File: src/rtl/byte_cmd_serializer.sv
// Buffers (address, data) write commands in a small FIFO and serializes each one into a
// 7-byte MSB-first packet on an 8-bit valid bus, stalling on the receiver's Rdyn.
module byte_cmd_serializer #(
    parameter int unsigned FIFO_DEPTH      = 4,
    parameter int unsigned FIFO_DEPTH_LOG2 = 2,
    parameter int unsigned GAP_CYCLES      = 0
) (
    input  logic                       Clk,
    input  logic                       ARstn,
    input  logic [23:0]                WriteAddr,
    input  logic [31:0]                WriteData,
    input  logic                       WriteValid,
    output logic                       WriteReady,
    output logic [7:0]                 Data,
    output logic                       DataValid,
    input  logic                       Rdyn,
    output logic                       Busy,
    output logic [FIFO_DEPTH_LOG2:0]   FifoCount
);

    typedef enum logic [1:0] {StIdle, StSend, StGap} state_e;

    localparam logic [FIFO_DEPTH_LOG2:0] FullCount = (FIFO_DEPTH_LOG2 + 1)'(FIFO_DEPTH);
    localparam logic [7:0]               GapLoad   = 8'(GAP_CYCLES);
    localparam bit                       HasGap    = (GAP_CYCLES != 0);

    logic [23:0]                addr_mem [FIFO_DEPTH];
    logic [31:0]                data_mem [FIFO_DEPTH];
    logic [FIFO_DEPTH_LOG2-1:0] wr_ptr_q, rd_ptr_q;
    logic [FIFO_DEPTH_LOG2:0]   count_q;

    state_e      state_q, gap_next_q;
    logic [55:0] shift_q;
    logic [2:0]  idx_q;
    logic [7:0]  gap_q;
    logic [7:0]  data_q;
    logic        valid_q;
    logic        busy_q;

    logic   push, pop, last_byte;
    state_e send_next;

    assign WriteReady = (count_q != FullCount);
    assign push       = WriteValid && WriteReady;
    assign pop        = (state_q == StIdle) && (count_q != '0) && !Rdyn;
    assign last_byte  = (idx_q == 3'd6);
    assign send_next  = last_byte ? StIdle : StSend;

    assign Data      = data_q;
    assign DataValid = valid_q;
    assign Busy      = busy_q;
    assign FifoCount = count_q;

    // Storage needs no reset; only pointers and count define what is valid.
    always_ff @(posedge Clk) begin
        if (push) begin
            addr_mem[wr_ptr_q] <= WriteAddr;
            data_mem[wr_ptr_q] <= WriteData;
        end
    end

    always_ff @(posedge Clk or negedge ARstn) begin
        if (!ARstn) begin
            wr_ptr_q <= '0;
            rd_ptr_q <= '0;
            count_q  <= '0;
        end else begin
            if (push) wr_ptr_q <= wr_ptr_q + 1'b1;
            if (pop)  rd_ptr_q <= rd_ptr_q + 1'b1;
            if (push && !pop)      count_q <= count_q + 1'b1;
            else if (pop && !push) count_q <= count_q - 1'b1;
        end
    end

    always_ff @(posedge Clk or negedge ARstn) begin
        if (!ARstn) begin
            state_q    <= StIdle;
            gap_next_q <= StIdle;
            shift_q    <= '0;
            idx_q      <= '0;
            gap_q      <= '0;
            data_q     <= '0;
            valid_q    <= 1'b0;
            busy_q     <= 1'b0;
        end else begin
            valid_q <= 1'b0;
            busy_q  <= (state_q != StIdle) || (count_q != '0);
            unique case (state_q)
                StIdle: begin
                    if (pop) begin
                        data_q  <= addr_mem[rd_ptr_q][23:16];
                        shift_q <= {addr_mem[rd_ptr_q][15:0], data_mem[rd_ptr_q], 8'h00};
                        valid_q <= 1'b1;
                        idx_q   <= 3'd1;
                        if (HasGap) begin
                            state_q    <= StGap;
                            gap_q      <= GapLoad;
                            gap_next_q <= StSend;
                        end else begin
                            state_q <= StSend;
                        end
                    end
                end
                StSend: begin
                    if (!Rdyn) begin
                        data_q  <= shift_q[55:48];
                        shift_q <= {shift_q[47:0], 8'h00};
                        valid_q <= 1'b1;
                        idx_q   <= last_byte ? 3'd0 : idx_q + 3'd1;
                        if (HasGap) begin
                            state_q    <= StGap;
                            gap_q      <= GapLoad;
                            gap_next_q <= send_next;
                        end else begin
                            state_q <= send_next;
                        end
                    end
                end
                StGap: begin
                    // Leaving on the cycle the counter reaches zero gives exactly GAP_CYCLES idle cycles.
                    if (gap_q <= 8'd1) begin
                        gap_q   <= '0;
                        state_q <= gap_next_q;
                    end else begin
                        gap_q <= gap_q - 8'd1;
                    end
                end
                default: state_q <= StIdle;
            endcase
        end
    end

endmodule
File: config.mk
export PLATFORM = sky130hd
export DESIGN_NAME = byte_cmd_serializer
export DESIGN_NICKNAME = d
export VERILOG_FILES = /design/src/rtl/byte_cmd_serializer.sv
export SDC_FILE = /design/constraint.sdc
export NUM_CORES = 1
export LEC_CHECK = 0
export ABC_CLOCK_PERIOD_IN_PS = 2500
export CORE_ASPECT_RATIO = 1.2
export CORE_UTILIZATION = 41
export DETAILED_ROUTE_END_ITERATION = 12
export PLACE_DENSITY = 0.58
export SYNTH_ARGS = -nofsm -noshare
export SYNTH_HDL_FRONTEND = slang
export SYNTH_SLANG_ARGS = --single-unit
File: constraint.sdc
create_clock -name Clk -period 2.5 [get_ports Clk]
set_clock_uncertainty 0.15 [all_clocks]
set_input_delay 0.25 -clock Clk [delete_from_list [all_inputs] [get_ports Clk]]
set_output_delay 0.25 -clock Clk [all_outputs]
set_load 0.005 [all_outputs]
# Yosys cells after proc, flatten, opt, wreduce, memory -nomap -nowiden
# Memory sizes are Yosys's and may differ from the RTL's.
# Cells that the tools add are included.
[classes] mux=23 n_addsub=6 n_reduce_logical=16 order_cmp=1 eq_ne=7
[op_table] operator="2-to-1 mux 56 bit" n=2
[op_table] operator="case mux 56 bit (2 select lines)" n=1
[op_table] operator="2-to-1 mux 8 bit" n=3
[op_table] operator="case mux 8 bit (2 select lines)" n=1
[op_table] operator="2-to-1 mux 3 bit" n=5
[op_table] operator="less-or-equal comparator 8 x 1 -> 1 bit (second input constant)" n=1
[op_table] operator="subtractor 8 x 1 -> 8 bit (second input constant)" n=1
[op_table] operator="adder 3 x 1 -> 3 bit (second input constant)" n=2
[op_table] operator="2-to-1 mux 2 bit" n=3
[op_table] operator="inequality test 2 bit (second input constant)" n=3
[op_table] operator="case mux 2 bit (3 select lines)" n=1
[op_table] operator="case mux 3 bit (2 select lines)" n=1
[op_table] operator="AND reduction 3 bit" n=2
[op_table] operator="nonzero test 2 bit" n=3
[op_table] operator="logical AND 1 bit" n=5
[op_table] operator="2-to-1 mux 1 bit" n=5
[op_table] operator="adder 2 x 1 -> 2 bit (second input constant)" n=2
[op_table] operator="== test 3 bit (second input constant)" n=1
[op_table] operator="logical NOT 1 bit" n=3
[op_table] operator="inequality test 3 bit (second input constant)" n=1
[op_table] operator="nonzero test 3 bit" n=1
[op_table] operator="subtractor 3 x 1 -> 3 bit (second input constant)" n=1
[op_table] operator="== test 2 x 1 -> 1 bit (second input constant)" n=1
[op_table] operator="== test 2 bit (second input constant)" n=1
[op_table] operator="3 further kinds" n=3
[totals] memories=2 wordCells=65 inputBits=60 ramBits=224 register_bits=86
[mem_list] name="data_mem" depth=4 width=32 read_ports=1 rd_ports_with_merged_regs=0 write_ports=1 line_no="28" source="logic [31:0] data_mem [FIFO_DEPTH];"
[mem_list] name="addr_mem" depth=4 width=24 read_ports=1 rd_ports_with_merged_regs=0 write_ports=1 line_no="27" source="logic [23:0] addr_mem [FIFO_DEPTH];"

# Depth between registers and ports, before layout
[logic_depth] ltp_word=6 ltp_mapped=9 mapped_depth_nobuf=9

# Least setup slack after synthesis
# OpenSTA, ideal clock, no wires.
[synth_path] path_kind="register -> register" from="reg count_q[0] (netlist: FifoCount[0])" to="mem addr_mem[0][0] (enable)" path_buffers=0 arrival_time_ps=2187 path_stages_with_launch=4 t_required_ps=1930 setup_ps=420 synth_period_minus_slack_ps=2757 slack_ps=-257 cell_sequence="dfrtp_1 > nor2_1 > a21boi_2 > and2_1"
[synth_between] elab_chain_cells=4
[synth_rtl] element="from (decl)" line_no="30" source="logic [FIFO_DEPTH_LOG2:0] count_q;"
[synth_rtl] element="from (signal assigned)" line_no="70" source="if (push && !pop) count_q <= count_q + 1'b1;"
[synth_rtl] element="from (signal assigned)" line_no="71" source="else if (pop && !push) count_q <= count_q - 1'b1;"
[synth_rtl] element="inequality test 3 bit" line_no="43" source="assign WriteReady = (count_q != FullCount);"
[synth_rtl] element="logical AND 1 bit" line_no="44" source="assign push = WriteValid && WriteReady;"
[synth_rtl] element="via push" line_no="40" source="logic push, pop, last_byte;"
[synth_rtl] element="2-to-1 mux 1 bit" line_no="56" source="if (push) begin"
[synth_rtl] element="2-to-1 mux 1 bit (not written as such)" line_no="57" source="addr_mem[wr_ptr_q] <= WriteAddr;"
[synth_rtl] element="to (decl)" line_no="27"
# The timed path passes the listed nets, and every way through them passes these cells.

# Final worst setup path
[layout_path] from="reg count_q[1] (netlist: FifoCount[1])" to="reg count_q[2] (netlist: FifoCount[2])"
[layout_between] elab_chain_cells=6 word_cells_on_any_way=14
[layout_rtl] element="parallel branches: the longest is 6 deep, another holds subtractor 3 x 1 -> 3 bit"
# Parallel ways; which one is timed is not known. The select of a mux whose other input is x is not followed.
# A chain may end at the register's enable or synchronous reset.

==> results by group <==
Status
  – Outcome: completed

Timing
  – Fin worst setup slack: ~0.19 ns
  – Max-Slew Margin vs Limit: 0.403
  – Max-slew violation count: 0
  – Final period util: 0.925
  – Unrepaired setup endpoints after global routing: false
  – Final setup viols: 0
  – Slew of the pin with the lowest slew margin: 0.896 ns
  – Fmax: 432 MHz
  – Fin crit period: between 2 and 2.5 ns
  – Final hold viol count: 0
  – Final setup TNS: 0 ns

Die
  – Die Width: 156 um
  – Chip Height: 186 um
  – # rows: 67
  – Die ar.: 29000 sq um
  – IO Count: 74
  – Initial core utilization: 0.416
  – Core area: 27900 sq um

Logic synthesis
  – Synth unique cells: 33
  – Register bit total from synthesis: 293
  – Mapped Cells: 633
  – Yosys Warn Count: 2
  – Most area-consuming cells after synthesis: edfxtp_1 58%, dfrtp_1 15%, mux2i_1 8.3%, mux2_4 6.3%, o221ai_1 3.6%
  – Sequential fraction of the synthesis area: 0.727
  – Syn Area/Cell: 18.4 sq um
  – Largest area contributor in the netlist: edfxtp_1
  – Mapped Nets: 699
  – Mapped Area: 11600 sq um
  – Area share of the largest cell type after synthesis: 0.579

GRT
  – Largest net degree at the start of global routing: 61
  – Overall routing resource usage: 0.165
  – Gr ovfl total: 0
  – Vias in the first global route: 6478
  – First-pass GRT wire length: 36800 um
  – Antenna violations before repair: 0

Route
  – First-iteration detailed-routing DRC count: roughly 220
  – Drt wl/cell: 20.7 um
  – Routed vias: 5870
  – DR pass1 iterations: 5
  – Post-Route WL: roughly 23000 um
  – Final ANT Viol Nets: 0
  – DRC viols: 0
  – Vias/cell: approximately 5.2

Clock network
  – Clock Path Buffers: 3
  – TritonCTS clock tree: done
  – H-tree Lvls: 1
  – CTS Buf Count: 29
  – CTS sink count: 293
  – Post-CTS sizing: 0
  – Post-CTS Setup Bufs: 0
  – Cts hold-fix bufs: 1
  – Clock root buffer: clkbuf_16
  – Worst-skew pair later-pin latency: 0.54 ns
  – Register clock-pin slew on the reported worst setup and hold paths: approximately 0.060 ns

Place
  – Worst slack, placed: between 0.15 and 0.2 ns
  – Final HPWL DP: approximately 14000 um
  – Port Buffer Count: 73
  – GP Congestion: 0.734

Power and ir drop
  – Worst vdd ir: between 600 and 700 uV
  – Pleak: about 5.3 nW
  – Pwr Density: 1110 nW/um^2

Finish
  – Area Growth Syn to Fin: 20.2%
  – Most common cell after layout, fill and taps aside: edfxtp_1
  – N_diodes: 0
  – Most frequent cells in the layout: 224 x edfxtp_1, 96 x mux2i_1, 72 x clkdlybuf4s50_1, 67 x dfrtp_1
  – Share of post-route cells with drive strength above 1: 0.196
  – Fin nets: 794

Worst hold path
  – Hold crit path type: in2reg

Worst setup path
  – Worst path slowest cell: dfrtp_1
  – Top Family by Delay on Critical Path: simple AND/OR/NAND/NOR gates
  – Count of buffering cells on the critical path with inverters included: 2
  – CP Class: reg2reg
  – Cell breakdown of the critical path: nor3_1, nor3_2, inv_1, ha_1, inv_1, fa_1, xor2_1, nor2_1, xor2_1
  – CP peak stage delay: 0.45 ns
  – CP endpoint kind: register
  – Max FO, Critical Path: 6
  – Req. time, crit path: 2.81 ns
  – Crit path launch type: register
  – Arr. time, crit path: 2.62 ns

Run
  – MaxCap Viol Count: 0
-- registers in the layout, indices dropped and copies added, names as in the netlist, 2 cells and up --
name / flops
idx_q: 3
FifoCount: 3
data_mem: 128
Data: 8
shift_q: 48
rd_ptr_q: 2
wr_ptr_q: 2
addr_mem: 96
-- path summary, 6_finish.rpt --
check,startpoint,endpoint,slack [ns],cells after the start
min in group asynchronous,ARstn,Data[2],0.23,2
max in group asynchronous,ARstn,shift_q[14],1.27,3
max,FifoCount[1],FifoCount[2],0.19,9
max reg2reg,FifoCount[1],FifoCount[2],0.19,9
min reg2reg,shift_q[52],shift_q[52],0.36,1
min,WriteData[28],data_mem[2][28],0.19,1
-- layer usage --
layer | up-vias | part of all wire | wire (um) | track usage
met4 | 0 | 0.019 | 453 | 0.0468
met3 | 33 | 0.031 | 722 | 0.0195
met5 | - | 0 | 0 | 0
met2 | 111 | 0.53 | 12300 | 0.300
met1 | 3056 | 0.42 | 9910 | 0.206
li1 | 2670 | - | - | -
-- worst register-to-register path: cells and delay by family, from the launching register on --
kind	cells	cell delay [ns]
xor gates and xnor gates	2	0.33
adders and majority gates	2	0.57
buffers and inverters	2	0.13
and+or+nand+nor	3	0.60
DFF	1	0.45
-- per-stage QoR --
| stage | util | hold WS [ns] | total power [mW] | instance area [sq um] | instances |
|---|---|---|---|---|---|
| global route | 0.501 | 0.179 | 16.3 | 14000 | 1129 |
| detailed placement | 0.462 | 0.289 | 11.0 | 12900 | 1075 |
| global placement | 0.462 | 0.281 | 10.9 | 12900 | 1075 |
| finish | 0.501 | 0.194 | 15.6 | 14000 | 1129 |
| floorplan | - | -0.196 | 9.63 | 11600 | 633 |
| CTS | 0.501 | 0.161 | 15.8 | 14000 | 1129 |
-- power by group --
group	switching [mW]	total, mW	internal (mW)	leakage [nW]
clock	1.78	4.75	2.96	0.520
sequential	0.524	6.95	6.42	2.95
combinational	1.94	3.88	1.94	1.82
total	4.25	15.6	11.3	5.30
-- logic make-up after synthesis --
kind of cell | after synthesis | share of synthesized area
AND/OR/NAND/NOR | 68 | 0.0274
XOR/XNOR | 6 | 0.00452
flip-flops | 293 | 0.727
multiplexers | 155 | 0.163
adder cells (fa/ha/maj) | 6 | 0.00710
buffers and inverters | 42 | 0.0238
AO/OA/AOI/OAI | 63 | 0.0465
-- cell usage after synthesis --
library cell,count
dfrtp_1,69
nor4b_2,1
nor3b_1,1
xor2_1,4
o221ai_1,48
nor4_2,1
a21oi_1,2
fa_1,1
ha_1,5
clkbuf_1,9
and2_1,4
buf_4,2
buf_2,11
edfxtp_1,224
or2_1,2
inv_1,6
mux2_4,49
nor3_1,1
mux2i_1,96
buf_6,13
a21boi_2,1
a22o_1,10
mux4_2,8
nor3_2,1
nand4b_1,1
nand2_1,49
nor2_1,2
xnor2_1,2
o22ai_1,1
inv_2,1
mux2_2,2
o21ai_0,1
nand2b_1,5
-- cell type report --
| cell class | instances | area [sq um] |
|---|---|---|
| fillers | 2283 | 13900 |
| flip-flops and latches | 293 | 8460 |
| multi-input cells | 298 | 2900 |
| repair buffers | 99 | 1040 |
| clock buffers | 42 | 885 |
| well taps | 379 | 474 |
| clock inverters | 11 | 190 |
| inverters | 7 | 26.3 |
Note: power is estimated with default switching activity, not from simulation.
